**config.mk**
```make
export PLATFORM = sky130hd
export DESIGN_NAME = imm_ext_pipe
export DESIGN_NICKNAME = d
export VERILOG_FILES = /design/src/rtl/imm_ext_pipe.sv
export SDC_FILE = /design/constraint.sdc
export NUM_CORES = 1
export LEC_CHECK = 0
export ABC_AREA = 1
export CORE_ASPECT_RATIO = 0.9
export CORE_MARGIN = 10
export CORE_UTILIZATION = 47
export CTS_BUF_LIST = sky130_fd_sc_hd__clkbuf_16
export CTS_CLUSTER_SIZE = 40
export DETAILED_ROUTE_END_ITERATION = 10
export GPL_TIMING_DRIVEN = 0
export PLACE_DENSITY = 0.78
export SYNTH_ARGS = -nofsm -noshare
export SYNTH_HDL_FRONTEND = slang
export SYNTH_SLANG_ARGS = --single-unit
```
**constraint.sdc**
```tcl
create_clock -name clk -period 2 [get_ports clk]
set_input_delay 0.2 -clock clk [delete_from_list [all_inputs] [get_ports clk]]
set_output_delay 0.2 -clock clk [all_outputs]
set_load 0.005 [all_outputs]
```
**src/rtl/imm_ext_pipe.sv**
```systemverilog
// Pipelined immediate extender with IMM-prefix merge and valid/ready output stage.
// Optional IMMEXT_BRANCH_SHIFT_EN adds a registered out_branch_off (= out_imm << 2).
module imm_ext_pipe #(
    parameter int unsigned DATA_W    = 32,
    parameter int unsigned IMM_W     = 26,
    parameter int unsigned HALF_W    = 16,
    parameter logic [5:0]  PREFIX_OP = 6'b010000
) (
    input  logic              clk,
    input  logic              reset,
    input  logic              flush,
    input  logic              in_valid,
    output logic              in_ready,
    input  logic [IMM_W-1:0]  in_imm,
    input  logic [5:0]        in_opcode,
    output logic              out_valid,
    input  logic              out_ready,
    output logic [DATA_W-1:0] out_imm,
    output logic              out_prefixed,
    output logic              out_is_prefix
`ifdef IMMEXT_BRANCH_SHIFT_EN
    ,
    output logic [DATA_W-1:0] out_branch_off
`endif
);

    typedef enum logic {
        IDLE     = 1'b0,
        PREFIXED = 1'b1
    } state_t;

    state_t              state_q, state_d;
    logic [HALF_W-1:0]   upper_q, upper_d;
    logic                valid_q;
    logic [DATA_W-1:0]   imm_q, imm_d;
    logic                prefixed_q, prefixed_d;
    logic                is_prefix_q, is_prefix_d;
    logic [DATA_W-1:0]   dec_imm;
    logic [DATA_W-1:0]   sext_full;
    logic [DATA_W-1:0]   sext_half;
    logic [DATA_W-1:0]   zext_half;
    logic [DATA_W-1:0]   merged;
    logic [2*HALF_W-1:0] joined;
    logic                accept;

    assign in_ready = !valid_q || out_ready;
    assign accept   = in_valid && in_ready && !flush;

    assign sext_full = DATA_W'($signed(in_imm));
    assign sext_half = DATA_W'($signed(in_imm[HALF_W-1:0]));
    assign zext_half = DATA_W'(in_imm[HALF_W-1:0]);
    assign joined    = {upper_q, in_imm[HALF_W-1:0]};
    assign merged    = DATA_W'($signed(joined));

    always_comb begin
        dec_imm = '0;
        unique case (in_opcode[5:4])
            2'b00: dec_imm = sext_full;
            2'b01: dec_imm = '0;
            2'b10: dec_imm = sext_half;
            2'b11: begin
                // Only a few class-11 ops treat the half immediate as signed
                case (in_opcode[3:0])
                    4'h2, 4'h3, 4'h7,
                    4'hD, 4'hE: dec_imm = sext_half;
                    default:    dec_imm = zext_half;
                endcase
            end
            default: dec_imm = '0;
        endcase
    end

    always_comb begin
        state_d     = state_q;
        upper_d     = upper_q;
        imm_d       = dec_imm;
        prefixed_d  = 1'b0;
        is_prefix_d = 1'b0;
        if (in_opcode == PREFIX_OP) begin
            imm_d       = '0;
            is_prefix_d = 1'b1;
            upper_d     = in_imm[HALF_W-1:0];
            state_d     = PREFIXED;
        end else if (state_q == PREFIXED && in_opcode[5]) begin
            // Prefix supplies the upper half; decode's sign choice is overridden
            imm_d      = merged;
            prefixed_d = 1'b1;
            state_d    = IDLE;
        end else begin
            state_d = IDLE;
        end
    end

    always_ff @(posedge clk or posedge reset) begin
        if (reset) begin
            state_q     <= IDLE;
            upper_q     <= '0;
            valid_q     <= 1'b0;
            imm_q       <= '0;
            prefixed_q  <= 1'b0;
            is_prefix_q <= 1'b0;
        end else if (flush) begin
            valid_q <= 1'b0;
            state_q <= IDLE;
        end else if (accept) begin
            valid_q     <= 1'b1;
            imm_q       <= imm_d;
            prefixed_q  <= prefixed_d;
            is_prefix_q <= is_prefix_d;
            state_q     <= state_d;
            upper_q     <= upper_d;
        end else if (out_ready) begin
            valid_q <= 1'b0;
        end
    end

`ifdef IMMEXT_BRANCH_SHIFT_EN
    logic [DATA_W-1:0] branch_q;

    always_ff @(posedge clk or posedge reset) begin
        if (reset) begin
            branch_q <= '0;
        end else if (!flush && accept) begin
            branch_q <= {imm_d[DATA_W-3:0], 2'b00};
        end
    end

    assign out_branch_off = branch_q;
`endif

    assign out_valid     = valid_q;
    assign out_imm       = imm_q;
    assign out_prefixed  = prefixed_q;
    assign out_is_prefix = is_prefix_q;

endmodule

```
==> results.sh, run 1 <==
export IMPL_status="finished, final reports clean"
export IMPL_maxCapViolCount=0
export IMPL_final_layout_size_suffix_gt1_frac=0.0907
export IMPL_r2r_setup_slack_ps=610
export IMPL_seq_area_frac_synth=0.539
export IMPL_initial_utilization=0.491
export IMPL_die_height_um=88.0
export IMPL_route_detailed_wl_per_inst_um=14.9
export IMPL_vias_per_cell=4.93
export IMPL_cp_required_ps=2150
export IMPL_core_area_mm2=0.00492
export IMPL_r2r_start="out_valid"
export IMPL_p_leak_nw=1.74
export IMPL_synth_compound_area_share=0.0891
export IMPL_tightest_slew_ps=562
export IMPL_synthCells=294
export IMPL_grt_usage=0.163
export IMPL_p_int_mw=2.07
export IMPL_grt_first_pass_wirelength_mm=10.8
export IMPL_timing_rr_end="out_imm[8]"
export IMPL_grt_pass1_vias=2201
export IMPL_drt_wl_total_mm=6.56
export IMPL_cp_arrival_ps=1660
export IMPL_cp_endpoint="out_imm[8]"
export IMPL_num_antenna_cells=0
export IMPL_clockBufferDepth=2
export IMPL_gp_congestion=0.839
export IMPL_yosysWarningCount=0
export IMPL_cts_buffers=5
export IMPL_fmax_ghz=0.659
export IMPL_hp_class="in -> async"
export IMPL_synth_area_per_cell_um2=8.22
export IMPL_dieArea_mm2=0.00841
export IMPL_final_antenna_net_count=0
export IMPL_syn_nets=331
export IMPL_synth_top_cell_area_share=0.539
export IMPL_ctsHtreeMaxLevel=2
export IMPL_synthFlopType="dfrtp_1"
export IMPL_power_frac_comb=0.202
export IMPL_netSwitchingFraction=0.243
export IMPL_finalSetupViolCount=0
export IMPL_cts_resized=0
export IMPL_seq_power_share=0.454
export IMPL_hold_viol=0
export IMPL_die_w_um=95.6
export IMPL_cts_sinks=52
export IMPL_ios=73
export IMPL_grt_start_max_net_pins=35
export IMPL_cts_tree="built"
export IMPL_worst_r2r_path_depth=7
export IMPL_powerDensity_mw_per_mm2=805
export IMPL_final_cell_mix="107 x nand2_1, 72 x clkdlybuf4s50_1, 52 x dfrtp_1, 36 x nor2_1, 23 x inv_1"
export IMPL_slew_headroom=0.625
export IMPL_synth_xor_area_share=0
export IMPL_p_sw_mw=0.666
export IMPL_clk_pin_slew_worst_paths_ps=60
export IMPL_rsz0062_at_grt="false"
export IMPL_vdd_drop_max_uv=457
export IMPL_fin_crit_sh=0.758
export IMPL_crit_path_start_kind="input pin"
export IMPL_layout_commonest_cell="nand2_1"
export IMPL_synth_seq_cells=52
export IMPL_synth_area_mm2=0.00242
export IMPL_slew_viol_final=0
export IMPL_cp_max_fo=10
export IMPL_fin_tns_setup_ps=0
export IMPL_crit_start="in_opcode[5]"
export IMPL_antenna_found_initial=0
export IMPL_synth_simple_area_share=0.305
export IMPL_postCtsHoldBufs=0
export IMPL_yosys_top_cells_area="dfrtp_1 54%, nand2_1 17%, nor2_1 5.6%"
export IMPL_synth_edf_count=0
export IMPL_io_buffer_count=72
export IMPL_synth_fa_ha_area_frac=0
export IMPL_cts_setup_buffers=0
export IMPL_synth_top_family_by_area="simple AND/OR/NAND/NOR gates"
export IMPL_async_flop_share=1.00
export IMPL_worst_skew_pair_late_latency_ps=290
export IMPL_power_share_clock=0.344
export IMPL_drc=0
export IMPL_drt_initial_drc_count=99
export IMPL_drtPass1Iterations=4
export IMPL_row_count=24
export IMPL_finClkSkew_ps=3.36
export IMPL_cts_root_buf="clkbuf_16"
export IMPL_nNetsFinal=411
export IMPL_area_growth_syn_to_layout_pct=40.8
export IMPL_yosysTopAreaCell="dfrtp_1"
export IMPL_via_count=2169
export IMPL_muxShareOfSynthArea=0
export IMPL_critPathKind="in -> reg"
export IMPL_whs_ps=223
export IMPL_gr_total_overflow=0
export IMPL_yosys_cell_types_count=22
export IMPL_end_kind="flip-flop"
export IMPL_fin_crit_ps=1520
export IMPL_dp_hpwl_mm=4.93
export IMPL_fillCellCount=413
-- cells by family after synthesis --
logic type	count (synthesis)
flops	52
buf+inv	39
simple gates	168
compound gates	35
-- state kept, by name, summed over array words and instances (netlist names) --
name	flops
out_imm	32
upper_q	16
out_is_prefix	1
out_prefixed	1
out_valid	1
state_q	1
-- cell usage after synthesis (2+ instances only) --
cell type,number
nor2_4,2
buf_2,7
o31ai_1,16
nand2_1,107
dfrtp_1,52
clkbuf_1,4
nand2_2,5
nand2_4,3
o21ai_1,17
or2_0,9
nor2_1,36
inv_1,23
a21oi_1,2
inv_2,3
-- power by group through the flow --
stage | Combinational [mW] | Sequential (mW) | Clock, mW
finish | 0.555 | 1.24 | 0.941
global route | 0.618 | 1.26 | 1.00
CTS | 0.566 | 1.24 | 0.953
detailed placement | 0.562 | 1.26 | 0
global placement | 0.547 | 1.26 | 0
floorplan | 0.209 | 1.26 | 0
-- layer usage --
metal  vias to the layer above  global-route usage  wire (um)
met5                         -                   0          0
met1                      1020               0.194       2740
li1                       1074                   -          -
met4                         0              0.0361         81
met2                        66               0.272       3110
met3                         9              0.0642        629
-- worst max-delay path, cell delays in order --
cell	delay, ps
clkdlybuf4s50_1	510
nor2_4	310
clkbuf_1	490
o31ai_1	160
-- cell type report --
| type | count | area (um2) | area share |
|---|---|---|---|
| inverter | 26 | 97.6 | 0.0287 |
| multi-input combinational | 203 | 952 | 0.280 |
| sequential | 52 | 1300 | 0.382 |
| clock buffer | 5 | 125 | 0.0368 |
| clock inverter | 3 | 38.8 | 0.0114 |
| tap | 65 | 81.3 | 0.0239 |
| timing repair buffer | 73 | 741 | 0.218 |
| buffer | 13 | 65.1 | 0.0191 |
-- worst min path at each step --
stage	start	to	slack [ps]	depth (start not counted)
2_1_floorplan	flush	out_valid	260	1
3_3_place_gp	out_imm[21]	out_imm[21]	460	2
3_5_place_dp	out_imm[26]	out_imm[26]	460	2
4_1_cts	reset	out_imm[20]	230	2
5_1_grt	reset	out_imm[20]	270	2
6_report	reset	out_imm[20]	220	2
-- through the flow --
stage               setup WS (ps)  instances   util  cell area, um2  total power [mW]
finish                        483        440  0.691            3400              2.74
floorplan                     542        294      -            2420              1.47
global placement             -430        431  0.653            3220              1.80
global route                  409        440  0.691            3400              2.87
CTS                           512        440  0.691            3400              2.76
detailed placement            227        432  0.658            3240              1.82
Note: power is estimated with default switching activity, not from simulation.
==> run 2: changes to the inputs <==
Settings changed: CORE_UTILIZATION 47 to 42, PLACE_DENSITY 0.78 to 0.74.
Clock period 2 ns to 1.2 ns, I/O delays scaled along.
==> run 2 against run 1 <==
Net effect: the flow now finishes with violations (negative setup slack); clock skew is 2.8 ps higher; sequential share of layout area is 3.4 points lower; cell area is 9.6% higher; clock power is 70% higher; final cell count is 4.3% higher; total power is 70% higher; largest power group unchanged.
==> results.sh, run 2 (synthesized netlist as in run 1, its figures left out) <==
export IMPL_slew_headroom=0.590
export IMPL_cts_tree="built"
export IMPL_maxCapViolCount=0
export IMPL_r2r_start="out_valid"
export IMPL_critPathKind="reg -> reg"
export IMPL_crit_path_start_kind="flip-flop"
export IMPL_p_leak_nw=2.01
export IMPL_cp_arrival_ps=1590
export IMPL_vdd_drop_max_uv=866
export IMPL_final_cell_mix="100 x nand2_1, 52 x dfrtp_1, 36 x dlygate4sd2_1, 35 x clkdlybuf4s50_1, 34 x nor2_1"
export IMPL_dieArea_mm2=0.00919
export IMPL_antenna_found_initial=0
export IMPL_grt_pass1_vias=2376
export IMPL_tightest_slew_ps=614
export IMPL_row_count=26
export IMPL_largest_reg_flops=32
export IMPL_cts_buffers=5
export IMPL_area_growth_syn_to_layout_pct=54.3
export IMPL_setup_slack_ps=-160
export IMPL_dp_hpwl_mm=4.82
export IMPL_whs_ps=405
export IMPL_grt_first_pass_wirelength_mm=12.0
export IMPL_fmax_ghz=0.735
export IMPL_cts_root_buf="clkbuf_16"
export IMPL_cp_required_ps=1430
export IMPL_nNetsFinal=425
export IMPL_worst_skew_pair_late_latency_ps=290
export IMPL_route_detailed_wl_per_inst_um=16.3
export IMPL_grt_start_max_net_pins=53
export IMPL_grt_usage=0.160
export IMPL_hold_viol=0
export IMPL_gp_congestion=0.787
export IMPL_end_kind="flip-flop"
export IMPL_fin_crit_ps=1360
export IMPL_final_antenna_net_count=0
export IMPL_clk_pin_slew_worst_paths_ps=70
export IMPL_hp_start="in_imm[13]"
export IMPL_drt_wl_total_mm=7.46
export IMPL_die_w_um=100
export IMPL_finClkSkew_ps=6.11
export IMPL_powerDensity_mw_per_mm2=1250
export IMPL_io_buffer_count=72
export IMPL_ios=73
export IMPL_vias_per_cell=4.92
export IMPL_via_count=2257
export IMPL_drc=0
export IMPL_slew_viol_final=0
export IMPL_hp_class="in -> reg"
export IMPL_cp_max_fo=10
export IMPL_drt_initial_drc_count=100
export IMPL_violations="negative setup slack"
export IMPL_ctsHtreeMaxLevel=2
export IMPL_final_layout_size_suffix_gt1_frac=0.198
export IMPL_cts_sinks=52
export IMPL_drtPass1Iterations=4
export IMPL_stdcell_count=459
export IMPL_finalSetupViolCount=51
export IMPL_die_height_um=92.0
export IMPL_core_area_mm2=0.00563
export IMPL_placedCellCount=436
export IMPL_clockBufferDepth=2
export IMPL_gr_total_overflow=0
export IMPL_fin_tns_setup_ps=-4830
export IMPL_dp_slack_ps=-529
export IMPL_rsz0062_at_grt="true"
export IMPL_layout_commonest_cell="nand2_1"
export IMPL_fin_crit_sh=1.13
export IMPL_initial_utilization=0.429
export IMPL_crit_start="out_valid"
export IMPL_num_antenna_cells=0
export IMPL_status="complete, but fails checks"
run 2: changes by cell type in the layout (fill, tap and decap cells not counted), sizes merged:
cell,previous run,this run
buf,10,22
bufbuf,0,1
clkinv,1,2
inv,27,25
clkdlybuf4s50,72,35
clkinvlp,0,2
clkbuf,9,10
dlygate4sd2,0,36
run 2: metal layers:
metal | track usage | part of all wire | up-vias
li1 | - | - | 1099
met1 | 0.206 | 0.45 | 1073
met2 | 0.249 | 0.46 | 77
met3 | 0.0540 | 0.071 | 8
met4 | 0.0477 | 0.0099 | 0
met5 | 0 | 0 | -
run 2: timing repair:
item	4_1_cts	5_1_grt
gates resized for setup	89	6
cloned	3	1
buffers inserted	10	1
hold endpoints to repair	0	0
hold buffers	0	0
pin swaps	3	0
endpoints found under the setup margin	87	103
run 2: worst paths after layout:
| check | to | slack (ps) | cells past startpoint |
|---|---|---|---|
| setup / recovery | out_imm[24] | -160 | 9 |
| hold / removal | upper_q[13] | 400 | 3 |
| setup reg to reg | out_imm[24] | -160 | 9 |
| hold reg to reg | out_imm[16] | 480 | 2 |
| max in group asynchronous | out_imm[24] | 400 | 2 |
| min in group asynchronous | out_imm[31] | 430 | 2 |
run 2: cell type report:
type,instances,area [um2]
fillers,465,1900
flip-flops and latches,52,1300
multi-input cells,203,1070
repair buffers,86,838
plain buffers,13,161
clock buffers,5,125
inverters,26,104
well taps,70,87.6
clock inverters,3,37.5
repair inverters,1,7.51
run 2: power breakdown:
group / internal, mW / switching [mW] / total [mW]
combinational: 0.515 / 0.461 / 0.976
sequential: 1.96 / 0.122 / 2.08
clock: 0.971 / 0.634 / 1.60
total: 3.44 / 1.22 / 4.66
run 2: through the flow:
stage               cell area [um2]  power, mW  utilization
finish                         3730       4.66        0.663
global route                   3730       4.86        0.663
detailed placement             3230       3.04        0.574
global placement               3230       3.01        0.574
CTS                            3700       4.65        0.657
floorplan                      2420       2.45            -
run 2: critical path, cell delays in order, from the launching register on:
cell     delay (ps)
dfrtp_1         390
nand2_2         100
nand2_2          70
nor2_4          150
buf_4           150
nand2_4          60
buf_6           140
nor2_1          100
nand2_1          80
nand2_1          60
